[src/rtl/rggen_bus_arbiter.sv]
// Round-robin arbiter sharing one rggen register bus between HOSTS requesters.
// Define RGGEN_BUS_ARBITER_TIMEOUT_EN to add a watchdog that fails stalled transfers.
module rggen_bus_arbiter #(
  parameter int HOSTS          = 2,
  parameter int ADDRESS_WIDTH  = 8,
  parameter int BUS_WIDTH      = 32,
  parameter int TIMEOUT_CYCLES = 256
) (
  input  logic                            i_clk,
  input  logic                            i_rst,
  input  logic [HOSTS-1:0]                i_valid,
  input  logic [2*HOSTS-1:0]              i_access,
  input  logic [HOSTS*ADDRESS_WIDTH-1:0]  i_address,
  input  logic [HOSTS*BUS_WIDTH-1:0]      i_write_data,
  input  logic [HOSTS*BUS_WIDTH/8-1:0]    i_strobe,
  output logic [HOSTS-1:0]                o_ready,
  output logic [2*HOSTS-1:0]              o_status,
  output logic [HOSTS*BUS_WIDTH-1:0]      o_read_data,
  output logic                            o_bus_valid,
  output logic [1:0]                      o_bus_access,
  output logic [ADDRESS_WIDTH-1:0]        o_bus_address,
  output logic [BUS_WIDTH-1:0]            o_bus_write_data,
  output logic [BUS_WIDTH/8-1:0]          o_bus_strobe,
  input  logic                            i_bus_ready,
  input  logic [1:0]                      i_bus_status,
  input  logic [BUS_WIDTH-1:0]            i_bus_read_data
);

  localparam int GW = (HOSTS > 1) ? $clog2(HOSTS) : 1;
  localparam int SW = BUS_WIDTH / 8;

  if (HOSTS < 2) begin : g_bad_hosts
    $error("rggen_bus_arbiter: HOSTS must be at least 2");
  end
  if (TIMEOUT_CYCLES < 2) begin : g_bad_timeout
    $error("rggen_bus_arbiter: TIMEOUT_CYCLES must be at least 2");
  end

  typedef enum logic {IDLE, BUSY} state_e;

  state_e          state, state_next;
  logic [GW-1:0]   grant, grant_next;
  logic [GW-1:0]   pointer, pointer_next;
  logic [GW-1:0]   pick;
  logic            bus_valid;
  logic            done;
  logic            timeout;

`ifdef RGGEN_BUS_ARBITER_TIMEOUT_EN
  localparam int CW = $clog2(TIMEOUT_CYCLES + 1);
  logic [CW-1:0] wd_count;

  // Held at zero while idle so every BUSY entry starts a fresh count.
  always_ff @(posedge i_clk) begin
    if (i_rst) begin
      wd_count <= '0;
    end else if (state == IDLE) begin
      wd_count <= '0;
    end else if (!i_bus_ready) begin
      wd_count <= wd_count + 1'b1;
    end
  end

  assign timeout = (state == BUSY) && i_valid[grant] && !i_bus_ready &&
                   (wd_count == CW'(TIMEOUT_CYCLES - 1));
`else
  assign timeout = 1'b0;
`endif

  // First requester at or after the pointer, wrapping modulo HOSTS.
  always_comb begin
    int   p;
    logic found;
    pick  = '0;
    found = 1'b0;
    p     = 0;
    for (int i = 0; i < HOSTS; i++) begin
      p = int'(pointer) + i;
      if (p >= HOSTS) p = p - HOSTS;
      if (!found && i_valid[GW'(p)]) begin
        pick  = GW'(p);
        found = 1'b1;
      end
    end
  end

  assign bus_valid        = (state == BUSY) && i_valid[grant] && !timeout;
  assign done             = (bus_valid && i_bus_ready) || timeout;
  assign o_bus_valid      = bus_valid;
  assign o_bus_access     = i_access[grant*2 +: 2];
  assign o_bus_address    = i_address[grant*ADDRESS_WIDTH +: ADDRESS_WIDTH];
  assign o_bus_write_data = i_write_data[grant*BUS_WIDTH +: BUS_WIDTH];
  assign o_bus_strobe     = i_strobe[grant*SW +: SW];

  always_ff @(posedge i_clk) begin
    if (i_rst) begin
      state   <= IDLE;
      grant   <= '0;
      pointer <= '0;
    end else begin
      state   <= state_next;
      grant   <= grant_next;
      pointer <= pointer_next;
    end
  end

  always_comb begin
    state_next   = state;
    grant_next   = grant;
    pointer_next = pointer;
    case (state)
      IDLE: begin
        if (|i_valid) begin
          state_next = BUSY;
          grant_next = pick;
        end
      end
      BUSY: begin
        if (done) begin
          state_next   = IDLE;
          pointer_next = (grant == GW'(HOSTS - 1)) ? '0 : grant + 1'b1;
        end else if (!i_valid[grant]) begin
          // Requester withdrew mid-transfer: abandon without moving priority.
          state_next = IDLE;
        end
      end
      default: state_next = IDLE;
    endcase
  end

  always_comb begin
    o_ready     = '0;
    o_status    = '0;
    o_read_data = '0;
    if (done) begin
      o_ready[grant]                           = 1'b1;
      o_status[grant*2 +: 2]                   = timeout ? 2'b10 : i_bus_status;
      o_read_data[grant*BUS_WIDTH +: BUS_WIDTH] = timeout ? '0 : i_bus_read_data;
    end
  end

endmodule

[config.mk]
export PLATFORM = sky130hd
export DESIGN_NAME = rggen_bus_arbiter
export DESIGN_NICKNAME = d
export VERILOG_FILES = /design/src/rtl/rggen_bus_arbiter.sv
export SDC_FILE = /design/constraint.sdc
export NUM_CORES = 1
export LEC_CHECK = 0
export ABC_AREA = 1
export BUFFER_PORTS_ARGS = -buffer_cell sky130_fd_sc_hd__clkbuf_2
export CELL_PAD_IN_SITES_DETAIL_PLACEMENT = 2
export CELL_PAD_IN_SITES_GLOBAL_PLACEMENT = 2
export CORE_MARGIN = 8
export CORE_UTILIZATION = 10
export DETAILED_ROUTE_END_ITERATION = 8
export PLACE_DENSITY = 0.95
export RECOVER_POWER = 50
export SETUP_SLACK_MARGIN = 0.02
export SYNTH_ARGS = -nofsm -noshare
export SYNTH_HDL_FRONTEND = slang
export SYNTH_SLANG_ARGS = --single-unit
[constraint.sdc]
create_clock -name i_clk -period 1.6 [get_ports i_clk]
set_input_delay 0.16 -clock i_clk [delete_from_list [all_inputs] [get_ports i_clk]]
set_output_delay 0.16 -clock i_clk [all_outputs]
set_load 0.1 [all_outputs]
==> results of run 1 <==
[kinds of logic (layout without fill, tap and decap cells)]
kind of cell | count (synthesis) | count (layout)
buffers and inverters | 58 | 318
and+or+nand+nor | 219 | 219
DFF | 3 | 3
AOI/OAI and AO/OA | 3 | 3
[final cells by class]
class	instances	share of cell area [%]
timing repair buffer	272	62.78
multi-input combinational	222	27.94
inverter	42	3.333
tap	143	3.310
clock buffer	4	1.458
sequential	3	1.181
[through the flow]
stage          setup slack, ns  utilization, %  setup TNS (ns)  instances
5_1_grt                -0.2396           47.54          -14.18        686
2_1_floorplan          -0.2928               -          -12.94        283
3_5_place_dp         -0.009901           44.56        -0.02212        671
4_1_cts                -0.1740           46.42          -9.598        681
6_report               -0.1738           47.54          -9.723        686
3_3_place_gp           0.05635           44.56               0        671
[synthesized netlist by cell type, drive strengths merged]
master	count	area share [%]
clkbuf	5	1.6
nand3	3	2.4
o21ai	1	0.43
nand3b	1	0.65
a21oi	2	0.87
nand4	1	1.1
inv	42	14
dfxtp	3	5.2
buf	11	4.7
nand2	145	47
nor2	69	22
[sequential cells by signal, indices dropped and copies added, names as in the netlist]
register and cells:
state 1, pointer 1, grant 1
[power groups by stage]
stage	registers [mW]	logic, mW	clock network [mW]
CTS	0.0815	1.74	0.415
floorplan	0.0844	0.990	0
detailed placement	0.0826	1.71	0
global placement	0.0821	1.66	0
global route	0.0821	1.81	0.430
finish	0.0815	1.74	0.409
[critical path: stages, from the launching register on]
cell and delay (ns):
sky130_fd_sc_hd__dfxtp_4 0.35, sky130_fd_sc_hd__inv_4 0.06, sky130_fd_sc_hd__nand2_4 0.05, sky130_fd_sc_hd__nand2_4 0.07, sky130_fd_sc_hd__nand2_4 0.08, sky130_fd_sc_hd__inv_12 0.06, sky130_fd_sc_hd__nand3_4 0.08, sky130_fd_sc_hd__buf_12 0.16
sky130_fd_sc_hd__buf_12 0.15, sky130_fd_sc_hd__nor2_4 0.12, sky130_fd_sc_hd__buf_12 0.19
[layer usage]
metal  routed length (um)  part of all wire, %  global-route usage [%]
met1                 4367                   30                   14.28
met2                 7991                   55                   34.13
met3                 1755                   12                   8.219
met4                  346                  2.4                   5.869
met5                    0                    0                       0
[final timing paths]
check / from / end / slack, ns / cells after the start
setup / recovery: grant / o_read_data[28] / -0.17 / 10
hold reg to reg: pointer / grant / 0.48 / 2
setup reg to reg: grant / pointer / 0.35 / 6
hold / removal: i_rst / grant / 0.14 / 2
[timing repair]
action,4_1_cts,5_1_grt
pin swaps,6,7
hold buffers,0,0
gates resized for setup,11,10
setup buffers,4,2
cloned,2,4
setup endpoints to repair,116,114
==> metrics.txt, run 1 <==
# TYPE chip_impl_metric gauge
chip_impl_metric{name="num-fill-cells",unit=""} 1193
chip_impl_metric{name="post_synthesis_xor_xnor_area_fraction",unit="%"} 0
chip_impl_metric{name="netSwitchingFraction",unit="%"} 54.33
chip_impl_metric{name="drt_first_pass_iters",unit=""} 2
chip_impl_info{name="result_of_the_run",value="complete, but fails checks"} 1
chip_impl_info{name="buffer_type_at_the_clock_tree_root",value="sky130_fd_sc_hd__clkbuf_16"} 1
chip_impl_metric{name="yosysSeqAreaShare",unit="%"} 5.195
chip_impl_metric{name="detail-route-antenna-nets",unit=""} 0
chip_impl_metric{name="clkTransAtPathRegs",unit="ns"} 0.03
chip_impl_metric{name="syn-num-nets",unit=""} 414
chip_impl_metric{name="detail_route.wl_per_cell",unit="um"} 21.08
chip_impl_metric{name="placement.cell_area",unit="um2"} 5066
chip_impl_metric{name="buffer_ports.inserted",unit=""} 247
chip_impl_metric{name="finalWirelength",unit="um"} 14460
chip_impl_metric{name="drive_gt1_share",unit="%"} 72.56
chip_impl_metric{name="final-setup-viol-count",unit=""} 70
chip_impl_metric{name="floorplan.core_area",unit="um2"} 11370
chip_impl_metric{name="synth.mux.area_fraction",unit="%"} 0
chip_impl_metric{name="cellPowerDensity",unit="nW/um2"} 413.2
chip_impl_metric{name="synth-compound-area-share",unit="%"} 1.299
chip_impl_metric{name="grt_pass1_wl",unit="um"} 19520
chip_impl_metric{name="finalHoldWorstSlack",unit="ns"} 0.1410
chip_impl_info{name="most_frequent_standard_cell_in_the_layout_excluding_fill_and_tap_cells",value="sky130_fd_sc_hd__clkbuf_2"} 1
chip_impl_info{name="timing.critical_path.to_type",value="output pin"} 1
chip_impl_metric{name="worst_ir_drop_vdd",unit="mV"} 0.2414
chip_impl_metric{name="syn-mean-instance-area",unit="um2"} 4.085
chip_impl_metric{name="crit_path_max_fanout",unit=""} 7
chip_impl_metric{name="internal-power",unit="mW"} 1.020
chip_impl_metric{name="detail_route.drc_violations",unit=""} 0
chip_impl_metric{name="final-hold-violation-count",unit=""} 0
chip_impl_metric{name="antennaDiodeCount",unit=""} 0
chip_impl_info{name="rsz0062_at_grt",value="yes"} 1
chip_impl_metric{name="overall_power_of_the_completed_layout",unit="mW"} 2.233
chip_impl_metric{name="final-seq-area",unit="um2"} 63.81
chip_impl_metric{name="worst_skew_pair.late_latency",unit="ns"} 0.23
chip_impl_metric{name="maxSlewViolCount",unit=""} 0
chip_impl_info{name="layout_common_cells",value="sky130_fd_sc_hd__clkbuf_2 (130), sky130_fd_sc_hd__buf_12 (125), sky130_fd_sc_hd__nand2_1 (101), sky130_fd_sc_hd__nor2_4 (68), sky130_fd_sc_hd__nand2_2 (41)"} 1
chip_impl_metric{name="post-route-worst-setup-slack",unit="ns"} -0.1738
chip_impl_metric{name="grt_max_degree",unit=""} 46
chip_impl_metric{name="detail_route.vias_per_cell",unit=""} 4.117
chip_impl_metric{name="timing_worst_slew_pin_value",unit="ns"} 0.3206
chip_impl_metric{name="cts.sinks",unit=""} 3
chip_impl_metric{name="min_period",unit="ns"} 1.774
chip_impl_metric{name="global_route.overflow_total",unit=""} 0
chip_impl_metric{name="worst-endpoint-arrival",unit="ns"} 1.61
chip_impl_metric{name="hpwlAfterDp",unit="um"} 12090
chip_impl_info{name="setup.worst_path.start_class",value="flop"} 1
chip_impl_metric{name="combinationalPowerShare",unit="%"} 78.0
chip_impl_metric{name="synthesized_area_fraction_occupied_by_and_or_nand_nor_cells",unit="%"} 73.59
chip_impl_metric{name="synth.lib_cells_used.distinct",unit=""} 14
chip_impl_metric{name="area_growth",unit="%"} 367.5
chip_impl_metric{name="multi_input_logic_area",unit="um2"} 1510
chip_impl_metric{name="maxCapViolations",unit=""} 0
chip_impl_metric{name="grt_antenna_before_repair",unit=""} 0
chip_impl_metric{name="worstPathRequired",unit="ns"} 1.44
chip_impl_metric{name="fp-row-count",unit=""} 39
chip_impl_info{name="hold_class",value="in -> reg"} 1
chip_impl_metric{name="die_h",unit="um"} 123.5
chip_impl_metric{name="layout_worst_path_cycle_share",unit="%"} 110.9
chip_impl_metric{name="fp.dieW",unit="um"} 123.5
chip_impl_metric{name="ios",unit=""} 248
chip_impl_metric{name="cts-buffers-inserted",unit=""} 3
chip_impl_metric{name="nets",unit=""} 675
chip_impl_metric{name="max_clock_freq",unit="MHz"} 563.8
chip_impl_metric{name="p_leak",unit="nW"} 2.612
chip_impl_metric{name="start_util",unit="%"} 10.17
chip_impl_metric{name="drt_iter0_markers",unit=""} 45
chip_impl_metric{name="globalplace.congestion",unit=""} 0.7631
chip_impl_metric{name="cts-root-to-sink-buffers",unit=""} 2
chip_impl_metric{name="p_sw",unit="mW"} 1.213
chip_impl_info{name="setup.worst_path.class",value="reg -> out"} 1
chip_impl_metric{name="syn-cell-area",unit="um2"} 1156
chip_impl_info{name="failed_checks",value="setup timing"} 1
chip_impl_metric{name="via_count_of_the_first_global_routing_pass",unit=""} 3394
chip_impl_metric{name="synthAdderAreaFrac",unit="%"} 0
chip_impl_info{name="largest_family_of_logic_cells_by_synthesized_area",value="simple AND/OR/NAND/NOR gates"} 1
chip_impl_metric{name="clockPowerShare",unit="%"} 18.3
chip_impl_metric{name="post_route_clock_skew",unit="ns"} 0.005258
chip_impl_info{name="cts_tree",value="built"} 1
chip_impl_metric{name="syn_inst",unit=""} 283
chip_impl_metric{name="die_area",unit="um2"} 15260
chip_impl_metric{name="timing.max_slew.rel_slack",unit="%"} 78.40
chip_impl_metric{name="num_vias",unit=""} 2824
chip_impl_metric{name="final_design_area_no_fill",unit="um2"} 5405
chip_impl_metric{name="seqPwrFrac",unit="%"} 3.6
chip_impl_metric{name="postSynthRegisterBits",unit=""} 3
chip_impl_metric{name="synth_warnings",unit=""} 0
chip_impl_metric{name="cts_max_level",unit=""} 1
chip_impl_metric{name="grt_usage",unit="%"} 17.13
No activity file was read; power rests on OpenSTA's default activity.
==> run 2: changes to the inputs <==
==> constraint.sdc (replaced) <==
create_clock -name i_clk -period 1.6 [get_ports i_clk]
set_input_delay 0.16 -clock i_clk [delete_from_list [all_inputs] [get_ports i_clk]]
set_output_delay 0.16 -clock i_clk [all_outputs]
set_load 0.01 [all_outputs]
==> run 2 against run 1 <==
Clock power down 3%. Cell area shrank 46%. Hold slack worse by 0.013 ns. Cell count down 1.6%. Routed wire length decreased by 23%. Sequential power up 3.3%. Sequential share of layout area rose by 0.99 points. Clock-buffer cell count unchanged. Non-clock buffer count decreased by 17. Combinational power fell by 69%. The flow now finishes without violations. Via count decreased by 3.0%. Critical path depth decreased by 4.
==> metrics.txt, run 2 (synthesis gave the netlist of run 1 again) <==
# TYPE chip_impl_metric gauge
chip_impl_info{name="result_of_the_run",value="complete, no violations"} 1
chip_impl_metric{name="cts_max_level",unit=""} 1
chip_impl_metric{name="finalWirelength",unit="um"} 11130
chip_impl_metric{name="detail-route-antenna-nets",unit=""} 0
chip_impl_metric{name="drt_iter0_markers",unit=""} 49
chip_impl_metric{name="antennaDiodeCount",unit=""} 0
chip_impl_metric{name="min_period",unit="ns"} 1.586
chip_impl_metric{name="cellPowerDensity",unit="nW/um2"} 346.8
chip_impl_metric{name="timing_worst_slew_pin_value",unit="ns"} 0.4978
chip_impl_metric{name="worst_skew_pair.late_latency",unit="ns"} 0.22
chip_impl_metric{name="detail_route.vias_per_cell",unit=""} 4.058
chip_impl_info{name="grt-busiest-layer",value="met2"} 1
chip_impl_metric{name="final-hold-violation-count",unit=""} 0
chip_impl_metric{name="final.setup.tns",unit="ns"} 0
chip_impl_info{name="layout_top_registers",value="grant (1), pointer (1), state (1)"} 1
chip_impl_metric{name="cts-buffers-inserted",unit=""} 3
chip_impl_metric{name="globalRouteMet3Util",unit="%"} 5.936
chip_impl_info{name="buffer_type_at_the_clock_tree_root",value="sky130_fd_sc_hd__clkbuf_16"} 1
chip_impl_info{name="setup.worst_path.start_class",value="flop"} 1
chip_impl_metric{name="grtUsageMet2",unit="%"} 27.34
chip_impl_metric{name="globalplace.congestion",unit=""} 0.7177
chip_impl_info{name="timing.critical_path.to_type",value="output pin"} 1
chip_impl_metric{name="overall_power_of_the_completed_layout",unit="mW"} 1.020
chip_impl_metric{name="grt_usage",unit="%"} 13.54
chip_impl_metric{name="cts-root-to-sink-buffers",unit=""} 2
chip_impl_metric{name="maxCapViolations",unit=""} 0
chip_impl_metric{name="post_route_clock_skew",unit="ns"} 0.002065
chip_impl_metric{name="timing.max_slew.rel_slack",unit="%"} 66.81
chip_impl_metric{name="cts.sinks",unit=""} 3
chip_impl_info{name="cp_cell_sequence",value="inv_4 -> buf_8 -> buf_8 -> nand2_1 -> nand2_1 -> clkbuf_2"} 1
chip_impl_metric{name="num_vias",unit=""} 2739
chip_impl_metric{name="global_route.overflow_total",unit=""} 0
chip_impl_metric{name="worst-endpoint-arrival",unit="ns"} 1.43
chip_impl_metric{name="grt_pass1_wl",unit="um"} 16010
chip_impl_metric{name="num-fill-cells",unit=""} 1461
chip_impl_metric{name="via_count_of_the_first_global_routing_pass",unit=""} 3154
chip_impl_metric{name="pre_cts_slack",unit="ns"} -0.08414
chip_impl_metric{name="drt_first_pass_iters",unit=""} 4
chip_impl_metric{name="floorplan.core_area",unit="um2"} 11370
chip_impl_info{name="cts_tree",value="built"} 1
chip_impl_metric{name="layout_worst_path_cycle_share",unit="%"} 99.10
chip_impl_info{name="most_frequent_standard_cell_in_the_layout_excluding_fill_and_tap_cells",value="sky130_fd_sc_hd__clkbuf_2"} 1
chip_impl_metric{name="grt_antenna_before_repair",unit=""} 0
chip_impl_metric{name="start_util",unit="%"} 10.17
chip_impl_metric{name="r2r_setup_slack",unit="ns"} 0.52
chip_impl_metric{name="final-setup-viol-count",unit=""} 0
chip_impl_info{name="worst_path_dominant_cell_family",value="buffers and inverters"} 1
chip_impl_metric{name="detail_route.drc_violations",unit=""} 0
chip_impl_metric{name="ios",unit=""} 248
chip_impl_metric{name="fp-row-count",unit=""} 39
chip_impl_metric{name="die_area",unit="um2"} 15260
chip_impl_metric{name="multi_input_logic_area",unit="um2"} 1099
chip_impl_metric{name="finalHoldWorstSlack",unit="ns"} 0.1278
chip_impl_metric{name="maxSlewViolCount",unit=""} 0
chip_impl_metric{name="critical_path.max_stage_delay",unit="ns"} 0.35
chip_impl_metric{name="grtUsageMet1",unit="%"} 11.68
chip_impl_metric{name="crit_path_max_fanout",unit=""} 28
chip_impl_metric{name="area_growth",unit="%"} 154.4
chip_impl_info{name="layout_common_cells",value="sky130_fd_sc_hd__clkbuf_2 (212), sky130_fd_sc_hd__nand2_1 (142), sky130_fd_sc_hd__nor2_1 (41), sky130_fd_sc_hd__inv_1 (40), sky130_fd_sc_hd__nor2_2 (20)"} 1
chip_impl_metric{name="post-route-worst-setup-slack",unit="ns"} 0.01446
chip_impl_metric{name="worstPathRequired",unit="ns"} 1.44
chip_impl_info{name="setup.worst_path.class",value="reg -> out"} 1
chip_impl_info{name="rsz0062_at_grt",value="yes"} 1
chip_impl_metric{name="final-seq-area",unit="um2"} 63.81
chip_impl_metric{name="clkTransAtPathRegs",unit="ns"} 0.03
chip_impl_metric{name="worst_ir_drop_vdd",unit="mV"} 0.2465
chip_impl_metric{name="drive_gt1_share",unit="%"} 53.76
chip_impl_metric{name="worst-path-buf-inv",unit=""} 4
chip_impl_info{name="hold_class",value="in -> reg"} 1
chip_impl_metric{name="grt_max_degree",unit=""} 36
chip_impl_metric{name="fp.dieW",unit="um"} 123.5
chip_impl_metric{name="nets",unit=""} 664
chip_impl_metric{name="max_clock_freq",unit="MHz"} 630.7
chip_impl_info{name="critical-path-slowest-cell",value="sky130_fd_sc_hd__dfxtp_4"} 1
chip_impl_metric{name="hpwlAfterDp",unit="um"} 9291
chip_impl_metric{name="buffer_ports.inserted",unit=""} 247
chip_impl_metric{name="p_leak",unit="nW"} 1.965
chip_impl_metric{name="detail_route.wl_per_cell",unit="um"} 16.49
chip_impl_metric{name="die_h",unit="um"} 123.5
run 2: changes by cell type in the layout (fill, tap and decap cells not counted), sizes merged:
cell and delta:
buf -109, clkbuf +92, clkinv +1, clkinvlp -2
inv +1, nand3 +6
run 2: area by class of cell:
class,count,area share (%)
Multi-Input combinational cell,228,37.35
Sequential cell,3,2.169
Inverter,42,5.870
Clock buffer,4,2.680
Timing Repair Buffer,255,45.85
Tap cell,143,6.083
run 2: what timing repair did:
item,in CTS,in global routing
hold buffers,0,0
resized for setup,33,55
gates cloned,6,0
pin swaps,3,9
setup endpoints to repair,97,97
buffers inserted,2,1
run 2: metal layers:
metal	vias up	share of wire [%]	wire length, um
li1	1314	-	-
met2	154	55	6136
met3	7	12	1382
met5	-	0	0
met1	1264	31	3494
met4	0	1.1	117
run 2: worst register-to-register path: stages (launching register included):
cell and delay [ns]:
sky130_fd_sc_hd__dfxtp_4 0.35, sky130_fd_sc_hd__inv_4 0.06, sky130_fd_sc_hd__nand2_2 0.06, sky130_fd_sc_hd__nand2_4 0.09, sky130_fd_sc_hd__clkbuf_1 0.14, sky130_fd_sc_hd__nand3_1 0.11, sky130_fd_sc_hd__nand2_1 0.09, sky130_fd_sc_hd__inv_1 0.05
sky130_fd_sc_hd__nor2_1 0.08
run 2: metrics by stage:
step / cells / util [%] / instance area (um2)
finish: 675 / 25.87 / 2942
global placement: 662 / 22.43 / 2550
global route: 675 / 25.87 / 2942
CTS: 674 / 24.89 / 2830
floorplan: 283 / - / 1156
detailed placement: 662 / 22.43 / 2550
run 2: power by group:
| group | switching, mW | total, mW | internal (mW) |
|---|---|---|---|
| sequential | 0.00619 | 0.0842 | 0.0780 |
| combinational | 0.301 | 0.541 | 0.241 |
| clock | 0.0660 | 0.395 | 0.329 |
run 2: worst paths after layout:
check / start / endpoint / cells after the start
min reg2reg: pointer / grant / 2
min: i_rst / grant / 2
max reg2reg: grant / pointer / 8
max: grant / o_bus_write_data[24] / 6
